### config.mk
export PLATFORM = sky130hd
export DESIGN_NAME = spiker_result_fifo
export DESIGN_NICKNAME = d
export VERILOG_FILES = /design/src/rtl/spiker_result_fifo.sv
export SDC_FILE = /design/constraint.sdc
export NUM_CORES = 2
export LEC_CHECK = 0
export CAP_MARGIN = 20
export CORE_AREA = 3 3 638 640
export CTS_CLUSTER_DIAMETER = 120
export DETAILED_ROUTE_END_ITERATION = 12
export DIE_AREA = 0 0 641 643
export GPL_ROUTABILITY_DRIVEN = 0
export SLEW_MARGIN = 30
export SYNTH_ARGS = -nofsm -noshare
export SYNTH_HDL_FRONTEND = slang
export SYNTH_SLANG_ARGS = --single-unit
export TNS_END_PERCENT = 1
### constraint.sdc
create_clock -name clk_i -period 2.1 [get_ports clk_i]
set_input_delay 0.21 -clock clk_i [delete_from_list [all_inputs] [get_ports clk_i]]
set_output_delay 0.21 -clock clk_i [all_outputs]
set_load 0.02 [all_outputs]
### src/rtl/spiker_result_fifo.sv
// ---------------------------------------------------------------------------
// spiker_result_fifo
//
// Result buffer between the spiking core's output vector and the register
// file. Each completed spike-result frame is captured into a DEPTH-entry FIFO
// so that back-to-back inference results survive while software is still
// reading the previous one. The head frame is exposed as N_REG words of WIDTH
// bits. A sample-window counter with sticky status flags runs alongside.
//
// Optional feature (compile-time macro):
//   SPIKER_RESULT_FIFO_OVERWRITE_EN
//     defined   : a push into a full FIFO (no pop) overwrites the oldest frame;
//                 core_ready_o is tied high.
//     undefined : a push into a full FIFO (no pop) drops the new frame.
//     overflow_o is set on such a push in both builds.
//
// Ports:
//   clk_i           in   1                 clock, rising edge
//   rst_ni          in   1                 asynchronous active-low reset
//   core_data_i     in   DATA_WIDTH        result vector, valid with core_valid_i
//   core_valid_i    in   1                 one-cycle pulse per result frame
//   core_ready_o    out  1                 FIFO can accept a frame
//   sample_i        in   1                 sample strobe from core timing
//   pop_i           in   1                 software acknowledge of head frame
//   clear_i         in   1                 synchronous flush (highest priority)
//   result_o        out  N_REG*WIDTH       head frame, zero-extended, 0 if empty
//   result_valid_o  out  1                 FIFO not empty
//   level_o         out  clog2(DEPTH+1)    number of stored frames
//   sample_count_o  out  clog2(SPS+1)      position in the sample window
//   step_done_o     out  1                 sticky: a sample window completed
//   overflow_o      out  1                 sticky: frame offered while full
// ---------------------------------------------------------------------------
module spiker_result_fifo #(
    parameter int WIDTH            = 32,
    parameter int DATA_WIDTH       = 800,
    parameter int N_REG            = 25,
    parameter int DEPTH            = 4,
    parameter int SAMPLES_PER_STEP = 15
) (
    input  logic                                    clk_i,
    input  logic                                    rst_ni,
    input  logic [DATA_WIDTH-1:0]                   core_data_i,
    input  logic                                    core_valid_i,
    output logic                                    core_ready_o,
    input  logic                                    sample_i,
    input  logic                                    pop_i,
    input  logic                                    clear_i,
    output logic [N_REG*WIDTH-1:0]                  result_o,
    output logic                                    result_valid_o,
    output logic [$clog2(DEPTH+1)-1:0]              level_o,
    output logic [$clog2(SAMPLES_PER_STEP+1)-1:0]   sample_count_o,
    output logic                                    step_done_o,
    output logic                                    overflow_o
);

    localparam int PTR_W = $clog2(DEPTH);
    localparam int LVL_W = $clog2(DEPTH + 1);
    localparam int CNT_W = $clog2(SAMPLES_PER_STEP + 1);

    localparam logic [LVL_W-1:0] LVL_FULL = LVL_W'(DEPTH);
    localparam logic [CNT_W-1:0] CNT_LAST = CNT_W'(SAMPLES_PER_STEP - 1);

    // DEPTH is a power of two, so pointer wrap is the natural modulo of PTR_W.
    function automatic logic [PTR_W-1:0] ptr_inc(input logic [PTR_W-1:0] ptr);
        return ptr + PTR_W'(1);
    endfunction

    // Next position in the sample window, wrapping after the last sample.
    function automatic logic [CNT_W-1:0] cnt_next(input logic [CNT_W-1:0] cnt);
        if (cnt == CNT_LAST) begin
            return '0;
        end
        return cnt + CNT_W'(1);
    endfunction

    // Registered state.
    logic [DATA_WIDTH-1:0] mem_p0 [DEPTH];
    logic [PTR_W-1:0]      wr_ptr_p0;
    logic [PTR_W-1:0]      rd_ptr_p0;
    logic [LVL_W-1:0]      level_p0;
    logic [CNT_W-1:0]      cnt_p0;
    logic                  step_done_p0;
    logic                  overflow_p0;

    logic full;
    logic empty;
    logic vld_p0;
    logic do_push;
    logic do_pop;
    logic ovw;
    logic drop_evt;
    logic adv_rd;

    assign full   = (level_p0 == LVL_FULL);
    assign empty  = (level_p0 == '0);
    assign vld_p0 = ~empty;

    // A pop on an empty FIFO is ignored, including when paired with a push.
    assign do_pop   = pop_i & ~empty;
    // A frame offered to a full FIFO without a same-cycle pop.
    assign drop_evt = core_valid_i & full & ~pop_i;

`ifdef SPIKER_RESULT_FIFO_OVERWRITE_EN
    // Overwrite-oldest: every offered frame is written; when full, the read
    // pointer is pushed forward to discard the oldest entry.
    assign do_push      = core_valid_i;
    assign ovw          = drop_evt;
    assign core_ready_o = 1'b1;
`else
    // Drop-newest: a full FIFO only accepts when a pop frees a slot this cycle.
    assign do_push      = core_valid_i & (~full | pop_i);
    assign ovw          = 1'b0;
    assign core_ready_o = ~full;
`endif

    assign adv_rd = do_pop | ovw;

    // ---- stage p0: pointers, level and flags ----
    always_ff @(posedge clk_i or negedge rst_ni) begin
        if (!rst_ni) begin
            wr_ptr_p0    <= '0;
            rd_ptr_p0    <= '0;
            level_p0     <= '0;
            cnt_p0       <= '0;
            step_done_p0 <= 1'b0;
            overflow_p0  <= 1'b0;
        end else if (clear_i) begin
            wr_ptr_p0    <= '0;
            rd_ptr_p0    <= '0;
            level_p0     <= '0;
            cnt_p0       <= '0;
            step_done_p0 <= 1'b0;
            overflow_p0  <= 1'b0;
        end else begin
            if (do_push) begin
                wr_ptr_p0 <= ptr_inc(wr_ptr_p0);
            end
            if (adv_rd) begin
                rd_ptr_p0 <= ptr_inc(rd_ptr_p0);
            end
            // Overwrite keeps the level at DEPTH; push+pop keeps it as is.
            if (do_push && !do_pop && !ovw) begin
                level_p0 <= level_p0 + LVL_W'(1);
            end else if (do_pop && !do_push) begin
                level_p0 <= level_p0 - LVL_W'(1);
            end
            if (drop_evt) begin
                overflow_p0 <= 1'b1;
            end
            if (sample_i) begin
                cnt_p0 <= cnt_next(cnt_p0);
                if (cnt_p0 == CNT_LAST) begin
                    step_done_p0 <= 1'b1;
                end
            end
        end
    end

    // ---- stage p0: frame storage ----
    // clear_i only resets pointers; stale entries are unreachable afterwards.
    always_ff @(posedge clk_i or negedge rst_ni) begin
        if (!rst_ni) begin
            for (int i = 0; i < DEPTH; i++) begin
                mem_p0[i] <= '0;
            end
        end else if (do_push && !clear_i) begin
            mem_p0[wr_ptr_p0] <= core_data_i;
        end
    end

    // Head frame read straight from the registered read pointer.
    always_comb begin
        result_o = '0;
        if (vld_p0) begin
            result_o[DATA_WIDTH-1:0] = mem_p0[rd_ptr_p0];
        end
    end

    assign result_valid_o = vld_p0;
    assign level_o        = level_p0;
    assign sample_count_o = cnt_p0;
    assign step_done_o    = step_done_p0;
    assign overflow_o     = overflow_p0;

endmodule

==> results_dict.tcl <==
set metrics [dict create \
    crit_fanout 14 \
    critPathKind "reg2out" \
    clock-sinks 3213 \
    async_reset_ff_frac 1.00 \
    yosysSeqAreaShare 0.502 \
    ys.flop_type "dfrtp_1" \
    worst_slack_ns -1.45 \
    min_path_type "in2reg" \
    wl_per_cell_um 28.8 \
    firstDrtPassIters 5 \
    critPathLaunchType "register" \
    drive_gt1_frac 0.477 \
    tightest_slew_ns 0.795 \
    max-cap-violations 0 \
    finalClockSkew_ns 0.0685 \
    synth_area_leaders "dfrtp_1, mux2_4, mux4_2" \
    overflow 0 \
    max_freq_mhz 282 \
    port_buffers 1616 \
    die-area_sq_um 412000 \
    grt_pass1_wl_mm 740 \
    synthesis.instances 8716 \
    gr-usage-all-layers 0.239 \
    clk_latency_ns 0.93 \
    power_density_nw_per_um2 1510 \
    antenna_found_initial 201 \
    vias_per_cell 5.22 \
    fin_nets 12400 \
    final_antenna_net_count 0 \
    slew_headroom 0.470 \
    setup_viol 3992 \
    synth-adder-area-share 0.000593 \
    rsz0062_at_grt "true" \
    layout_common_cells "dfrtp_1, mux2_4, clkdlybuf4s50_1, mux4_2, dlygate4sd3_1" \
    dp_slack_ns -0.698 \
    syn_area_per_cell_sq_um 18.4 \
    slew_viol_final 0 \
    yosys-mux-area-fraction 0.413 \
    clock_tree.root_cell "clkbuf_16" \
    status "complete, but fails checks" \
    route.detailed.drc 0 \
    die_w_um 641 \
    clkTransAtPathRegs_ns 0.06 \
    grt_max_degree 127 \
    ys_types 41 \
    dpl_cell_area_sq_um 185000 \
    violations "negative setup slack" \
    hold_viol 0 \
    crit_required_ns 1.89 \
    synth-xor-area-share 0.000164 \
    p_leak_nw 92.2 \
    yosys_warnings 0 \
    syn-num-nets 9529 \
    cts-buffers-inserted 367 \
    synth_edf_count 0 \
    std_cell_rows 233 \
    coreArea_sq_um 402000 \
    worstSetupEndpointType "primary output" \
    stdcell_area_sq_um 206000 \
    worstPathArrival_ns 3.34 \
    area_growth_pct 28.8 \
    drt_iter0_drc 5390 \
    synth-seq-cells 3213 \
    min_period_over_period 1.69 \
    timing.hold.ws_ns 0.100 \
    synthSimpleGateAreaFrac 0.0327 \
    synth_compound_area_frac 0.000726 \
    fin_crit_ns 3.55 \
    syn_area_sq_um 160000 \
    start_util 0.399 \
    grt_pass1_vias 102000 \
    hpwlAfterDp_mm 361 \
    io_pins 1617 \
    vdd_drop_max_mv 1.06 \
    synth_top_area_frac 0.502 \
    fp.dieH_um 643 \
    final_common_cell "dfrtp_1" \
    htreeDepth 5 \
    drt_wl_total_mm 499 \
    cts_tree "yes" \
    synth_top_cell_by_area "dfrtp_1" \
    cts_buffer_depth 4 \
    vias 90400 \
    synth_top_family_by_area "multiplexers" \
]
==> path summary, 6_finish.rpt <==
check	to	from	slack (ns)	cells past startpoint
setup / recovery	result_o[744]	rd_ptr_p0[0]	-1.45	6
hold / removal	mem_p0[333]	core_data_i[333]	0.10	2
setup reg to reg	mem_p0[2687]	level_o[2]	-0.46	8
hold reg to reg	mem_p0[977]	mem_p0[977]	0.50	1
max in group asynchronous	mem_p0[1474]	rst_ni	1.00	4
min in group asynchronous	mem_p0[2939]	rst_ni	0.24	3
==> timing repair <==
action                                  in CTS  in global routing
hold buffers                               780                  0
cloned                                       1                  2
endpoints found under the setup margin    3994               4010
pin swaps                                    5                  5
endpoints found under the hold margin     5808                  0
gates resized for setup                    253                234
setup buffers                                4                  2
==> cell usage after synthesis, types with 4 or more instances <==
| master | number |
|---|---|
| nand2_1 | 5 |
| dfrtp_1 | 3213 |
| clkbuf_1 | 157 |
| buf_1 | 32 |
| mux2_4 | 3200 |
| ha_1 | 6 |
| a21oi_1 | 6 |
| and2_1 | 800 |
| inv_1 | 6 |
| buf_12 | 352 |
| buf_6 | 5 |
| nor4bb_2 | 4 |
| nor2_1 | 14 |
| mux4_2 | 800 |
| buf_2 | 82 |
==> per-layer routing <==
metal / GRT usage / part of all wire / vias up
li1: - / - / 37800
met1: 0.308 / 0.41 / 49100
met2: 0.387 / 0.48 / 2471
met3: 0.0414 / 0.049 / 994
met4: 0.124 / 0.060 / 58
met5: 0 / 0.00071 / -
==> per-stage QoR <==
stage,util,total power [mW],std cells,setup TNS [ns]
after global routing,0.513,324,17300,-2416.66
final,0.513,311,17300,-1883.80
after detailed placement,0.461,244,15700,-1953.43
after floorplan,-,183,8716,0
after CTS,0.511,314,17200,-2305.27
after global placement,0.461,241,15700,-1973.65
==> kinds of logic after synthesis <==
group	after synthesis
AO/OA/AOI/OAI	18
adder cells (fa/ha/maj)	7
flip-flops	3213
multiplexers	4004
buffers and inverters	635
AND/OR/NAND/NOR	836
XOR/XNOR	3
==> sequential cells by signal, indices dropped and copies added, names as in the netlist <==
register	flops
step_done_o	1
mem_p0	3200
level_o	3
overflow_o	1
wr_ptr_p0	2
sample_count_o	4
rd_ptr_p0	2
==> layout make-up <==
class | instances | area (sq um)
multi-input combinational | 4868 | 71700
antenna | 126 | 315
clock inverter | 146 | 1810
tap | 5287 | 6620
fill | 32500 | 196000
timing repair buffer | 3158 | 34900
inverter | 6 | 22.5
sequential | 3213 | 80400
clock buffer | 520 | 10600
==> report_power, final <==
group	internal (mW)	total [mW]	leakage, nW	switching [mW]
Sequential	87.2	102	40.1	14.8
Clock	39.0	66.3	6.14	27.2
Combinational	81.7	143	45.9	60.8
Total	208	311	92.2	103
==> critical path: stages (launching register included) <==
cell and delay [ns]:
dfrtp_4 0.45, buf_16 0.22, buf_12 0.22, buf_4 0.17, mux4_2 0.58, and2_1 0.20
clkdlybuf4s50_1 0.54
Power figures use the tool's default switching activity.
